<file path="config.mk">
export PLATFORM = sky130hd
export DESIGN_NAME = mult_acc_pipe
export DESIGN_NICKNAME = d
export VERILOG_FILES = /design/src/rtl/mult_acc_pipe.sv
export SDC_FILE = /design/constraint.sdc
export NUM_CORES = 1
export LEC_CHECK = 0
export BUFFER_PORTS_ARGS = -buffer_cell sky130_fd_sc_hd__clkbuf_2
export CAP_MARGIN = 20
export CORE_MARGIN = 4
export CORE_UTILIZATION = 60
export DETAILED_ROUTE_END_ITERATION = 8
export GPL_TIMING_DRIVEN = 0
export PLACE_DENSITY_LB_ADDON = 0.2
export SLEW_MARGIN = 30
export SYNTH_ARGS = -nofsm -noshare
export SYNTH_HDL_FRONTEND = slang
export SYNTH_SLANG_ARGS = --single-unit
export TNS_END_PERCENT = 100
</file>
<file path="constraint.sdc">
create_clock -name clk -period 5.7 [get_ports clk]
set_input_delay 0.57 -clock clk [delete_from_list [all_inputs] [get_ports clk]]
set_output_delay 0.57 -clock clk [all_outputs]
set_load 0.01 [all_outputs]
</file>
<file path="src/rtl/mult_acc_pipe.sv">
// Three-stage unsigned multiply-add / multiply-accumulate pipeline.
// S1 registers inputs, S2 registers a*b, S3 registers the result and the running accumulator.
module mult_acc_pipe #(
  parameter int WIDTH = 8,
  parameter int ACC_W = 2 * WIDTH + 4,
  parameter int SAT   = 1
) (
  input  logic             clk,
  input  logic             reset,
  input  logic             in_valid,
  input  logic             mode,
  input  logic             acc_clr,
  input  logic [WIDTH-1:0] a,
  input  logic [WIDTH-1:0] b,
  input  logic [WIDTH-1:0] c,
  output logic             out_valid,
  output logic [ACC_W-1:0] data_out,
  output logic             overflow
);

  localparam int PW = 2 * WIDTH;
  localparam int SW = ACC_W + 1;

  if (ACC_W < 2 * WIDTH + 1) begin : g_bad_cfg
    $error("mult_acc_pipe: ACC_W must be at least 2*WIDTH+1");
  end

  // Stage 1
  logic             s1_valid_q, s1_mode_q, s1_clr_q;
  logic [WIDTH-1:0] s1_a_q, s1_b_q, s1_c_q;

  // Stage 2
  logic             s2_valid_q, s2_mode_q, s2_clr_q;
  logic [PW-1:0]    s2_prod_q;
  logic [WIDTH-1:0] s2_c_q;

  // Stage 3
  logic             s3_valid_q;
  logic [ACC_W-1:0] data_q, data_d;
  logic [ACC_W-1:0] acc_q, acc_d;
  logic             ovf_q, ovf_d;

  logic [PW-1:0]    prod;
  logic [ACC_W-1:0] acc_base;
  logic [SW-1:0]    sum;
  logic [ACC_W-1:0] acc_new;

  assign prod = PW'(s1_a_q) * PW'(s1_b_q);

  // acc_q already holds the previous ACC beat's result, so back-to-back beats need no stall.
  assign acc_base = s2_clr_q ? '0 : acc_q;
  assign sum      = {1'b0, acc_base} + SW'(s2_prod_q);

  always_comb begin
    acc_new = sum[ACC_W-1:0];
    if (sum[ACC_W] && (SAT != 0)) begin
      acc_new = '1;
    end
  end

  always_comb begin
    acc_d  = acc_q;
    ovf_d  = ovf_q;
    data_d = data_q;
    if (s2_valid_q) begin
      if (s2_mode_q) begin
        acc_d  = acc_new;
        data_d = acc_new;
        ovf_d  = (s2_clr_q ? 1'b0 : ovf_q) | sum[ACC_W];
      end else begin
        data_d = ACC_W'(s2_prod_q) + ACC_W'(s2_c_q);
      end
    end
  end

  always_ff @(posedge clk) begin
    if (reset) begin
      s1_valid_q <= 1'b0;
      s1_mode_q  <= 1'b0;
      s1_clr_q   <= 1'b0;
      s1_a_q     <= '0;
      s1_b_q     <= '0;
      s1_c_q     <= '0;
      s2_valid_q <= 1'b0;
      s2_mode_q  <= 1'b0;
      s2_clr_q   <= 1'b0;
      s2_prod_q  <= '0;
      s2_c_q     <= '0;
      s3_valid_q <= 1'b0;
      data_q     <= '0;
      acc_q      <= '0;
      ovf_q      <= 1'b0;
    end else begin
      s1_valid_q <= in_valid;
      s1_mode_q  <= mode;
      s1_clr_q   <= acc_clr;
      s1_a_q     <= a;
      s1_b_q     <= b;
      s1_c_q     <= c;
      s2_valid_q <= s1_valid_q;
      s2_mode_q  <= s1_mode_q;
      s2_clr_q   <= s1_clr_q;
      s2_prod_q  <= prod;
      s2_c_q     <= s1_c_q;
      s3_valid_q <= s2_valid_q;
      data_q     <= data_d;
      acc_q      <= acc_d;
      ovf_q      <= ovf_d;
    end
  end

  assign out_valid = s3_valid_q;
  assign data_out  = data_q;
  assign overflow  = ovf_q;

endmodule

</file>
==> out/results.tsv <==
stage	metric	value	unit
final_layout	diodes	0	
clock_tree	htreeDepth	3	
global_route	overflow	0	
setup_path	cp_max_fo	8	
sta	rsz0062_at_grt	no	
drt	via_count	5701	
pwr	clock_power_share	39.7	%
setup_path	reg2reg_depth	14	
die	core	11000	sq um
drt	drc_errors	0	
worst_hold_path	min_path_type	in2reg	
sta	fmax	0.219	GHz
clock_tree	hold_buffers	0	
sta	worst_pin_slew	685	ps
synthesis	ys_types	64	
setup_path	r2r_setup_slack	1130	ps
final_layout	most-common-layout-cells	dfxtp_1, inv_1, nor2b_1	
final_layout	final_nets	966	
sta	period_share	80.2	%
place	pre_cts_ws	1190	ps
drt	detail_route.first_pass.iterations	5	
clock_tree	clk_latency	360	ps
synthesis	synth_seq_cells	96	
pwr	swShare	29.1	%
job	drv_cap	0	
setup_path	cp-start-kind	register	
worst_hold_path	hold_start	a[4]	
clock_tree	postCtsSetupBuffers	0	
clock_tree	cts_tree	done	
synthesis	synthFlopType	dfxtp_1	
setup_path	rr_startpoint	s1_a_q[0]$_SDFF_PP0_	
pwr	p_sw	0.478	mW
clock_tree	post_cts_resized	0	
final_layout	drive_above_1_share	11.3	%
setup_path	endpoint_kind	register	
pwr	p_leak	3.42	nW
die	io_pins	51	
drt	routed_wl	16.5	mm
sta	setup_viol_count_final	0	
synthesis	netlist_instances	778	
synthesis	syn-num-nets	905	
final_layout	final_common_cell	dfxtp_1	
synthesis	yosysTopAreaCell	dfxtp_1	
status	status	finished, final reports clean	
setup_path	crit_required	5950	ps
sta	maxSlewHeadroom	54.4	%
clock_tree	cts_buffers	9	
synthesis	synth-edff-count	0	
die	rows	38	
pwr	p_int	1.16	mW
global_route	antenna_found_initial	0	
synthesis	async_flop_share	0	%
sta	skew	8.14	ps
global_route	grt_pass1_vias	5678	
global_route	grtUsageTotal	26.4	%
synthesis	avgSynthCellArea	8.74	sq um
setup_path	arrival	4820	ps
place	dp_hpwl	12.9	mm
clock_tree	clock_sinks	96	
place	place_congestion	0.897	
synthesis	synth_area	6800	sq um
synthesis	yosysTopAreaCellShare	28.3	%
clock_tree	cts_root_buf	clkbuf_16	
final_layout	area_delta_synth_final	11.0	%
global_route	grt_first_pass_wirelength	27.5	mm
sta	fin_crit	4570	ps
sta	hold_viol	0	
drt	drt_iter0_drc	380	
clock_tree	cts.clk_slew.worst_paths	70	ps
pwr	vdd_ir_drop_max	223	uV
clock_tree	clk_path_buf_depth	2	
die	die_h	114	microns
sta	fin_ws	1130	ps
setup_path	worstSetupPathType	reg2reg	
pwr	p_seq_share	44.5	%
drt	routedWlPerCell	16.7	microns
worst_hold_path	holdPathEnd	s1_a_q[4]$_SDFF_PP0_	
die	dieArea	13100	sq um
synthesis	ys_seq_area_share	28.3	%
sta	fin_setup_tns	0	ps
pwr	power.density	218	nW/um^2
place	portBuffers	50	
worst_hold_path	hold_depth	2	
setup_path	rr_endpoint	s2_prod_q[14]$_SDFF_PP0_	
synthesis	synth.top_cells.by_area	dfxtp_1, fa_1, ha_1, nor2b_1, and2_1	
drt	viasPerCell	5.79	
synthesis	yosysWarnings	0	
global_route	grt_max_degree	20	
sta	final_max_slew_viol_count	0	
drt	ant_nets	0	
die	initial_utilization	61.9	%
die	die-width	114	microns
pwr	combinationalPowerShare	15.8	%
-- registers in the layout (all words and copies together) (netlist names) --
signal      flops
acc_q          20
data_out       20
out_valid       1
overflow        1
s1_a_q          8
s1_b_q          8
s1_c_q          8
s1_clr_q        1
s1_mode_q       1
s1_valid_q      1
s2_c_q          8
s2_clr_q        1
s2_mode_q       1
s2_prod_q      16
s2_valid_q      1
-- synthesized netlist by cell type, drive strengths merged, types with 6 or more instances --
library cell	instances
clkbuf	17
nand3	17
xnor2	14
o21bai	6
fa	38
nand2	50
a21oi	46
ha	60
a211oi	24
inv	67
mux2	7
dfxtp	96
a21o	8
a31oi	9
buf	14
and3	6
nor3	13
and2	51
o21ai	23
nor2b	65
o211ai	7
nor2	63
xor2	11
-- per-stage QoR --
stage	utilization, %	power, mW	hold WS [ps]	instance area, sq um	std cells
6_report	68.7	1.64	414	7550	984
2_1_floorplan	-	0.929	414	6800	778
3_5_place_dp	65.8	1.00	425	7230	968
4_1_cts	68.7	1.65	409	7550	984
3_3_place_gp	65.8	0.992	420	7230	968
5_1_grt	68.7	1.72	413	7550	984
-- layout make-up --
cell class	count	area, sq um
Multi-Input combinational cell	584	4470
Fill cell	903	3440
Sequential cell	96	1920
Inverter	67	251
Timing Repair Buffer	50	250
Clock buffer	9	225
Tap cell	140	175
Buffer	31	154
Clock inverter	7	95.1
-- routing by layer --
layer	global-route usage (%)	part of all wire, %
met2	45.8	50
met1	32.4	42
met5	0	0
met4	12.0	3.3
met3	3.65	4.6
-- power by group through the flow --
| stage | Clock (mW) | Combinational, mW | Sequential [mW] |
|---|---|---|---|
| 2_1_floorplan | 0 | 0.195 | 0.735 |
| 3_3_place_gp | 0 | 0.248 | 0.744 |
| 3_5_place_dp | 0 | 0.256 | 0.745 |
| 4_1_cts | 0.658 | 0.259 | 0.729 |
| 5_1_grt | 0.687 | 0.295 | 0.735 |
| 6_report | 0.653 | 0.259 | 0.731 |
-- worst max path at each step --
stage | cells past startpoint | end | start | slack (ps)
finish | 14 | s2_prod_q[14]$_SDFF_PP0_ | s1_a_q[0]$_SDFF_PP0_ | 1130
CTS | 14 | s2_prod_q[14]$_SDFF_PP0_ | s1_a_q[0]$_SDFF_PP0_ | 1180
global route | 14 | s2_prod_q[14]$_SDFF_PP0_ | s1_a_q[0]$_SDFF_PP0_ | 980
global placement | 14 | s2_prod_q[14]$_SDFF_PP0_ | s1_b_q[7]$_SDFF_PP0_ | 1270
detailed placement | 14 | s2_prod_q[14]$_SDFF_PP0_ | s1_a_q[0]$_SDFF_PP0_ | 1190
floorplan | 14 | s2_prod_q[14]$_SDFF_PP0_ | s1_b_q[7]$_SDFF_PP0_ | 1550
-- kinds of logic (layout without fill, tap and decap cells) --
family          after synthesis  in the layout  synth area share, %
fa+ha+maj                    98             98                 22.2
mux                          11             11                 1.75
compound gates              164            164                 16.7
buf+inv                      98            164                 5.96
flops                        96             96                 28.3
simple gates                286            286                 21.9
xor+xnor                     25             25                 3.22
-- worst max-delay path, cell delays in order (launching register included) --
cell,delay (ps)
dfxtp_1,490
nand2_1,130
fa_1,520
fa_1,550
inv_1,60
fa_1,530
inv_1,50
fa_1,520
inv_1,40
ha_1,320
o21a_1,120
a21oi_1,280
a21oi_1,190
a311o_1,390
mux2_2,280
No activity file was read; power rests on OpenSTA's default activity.
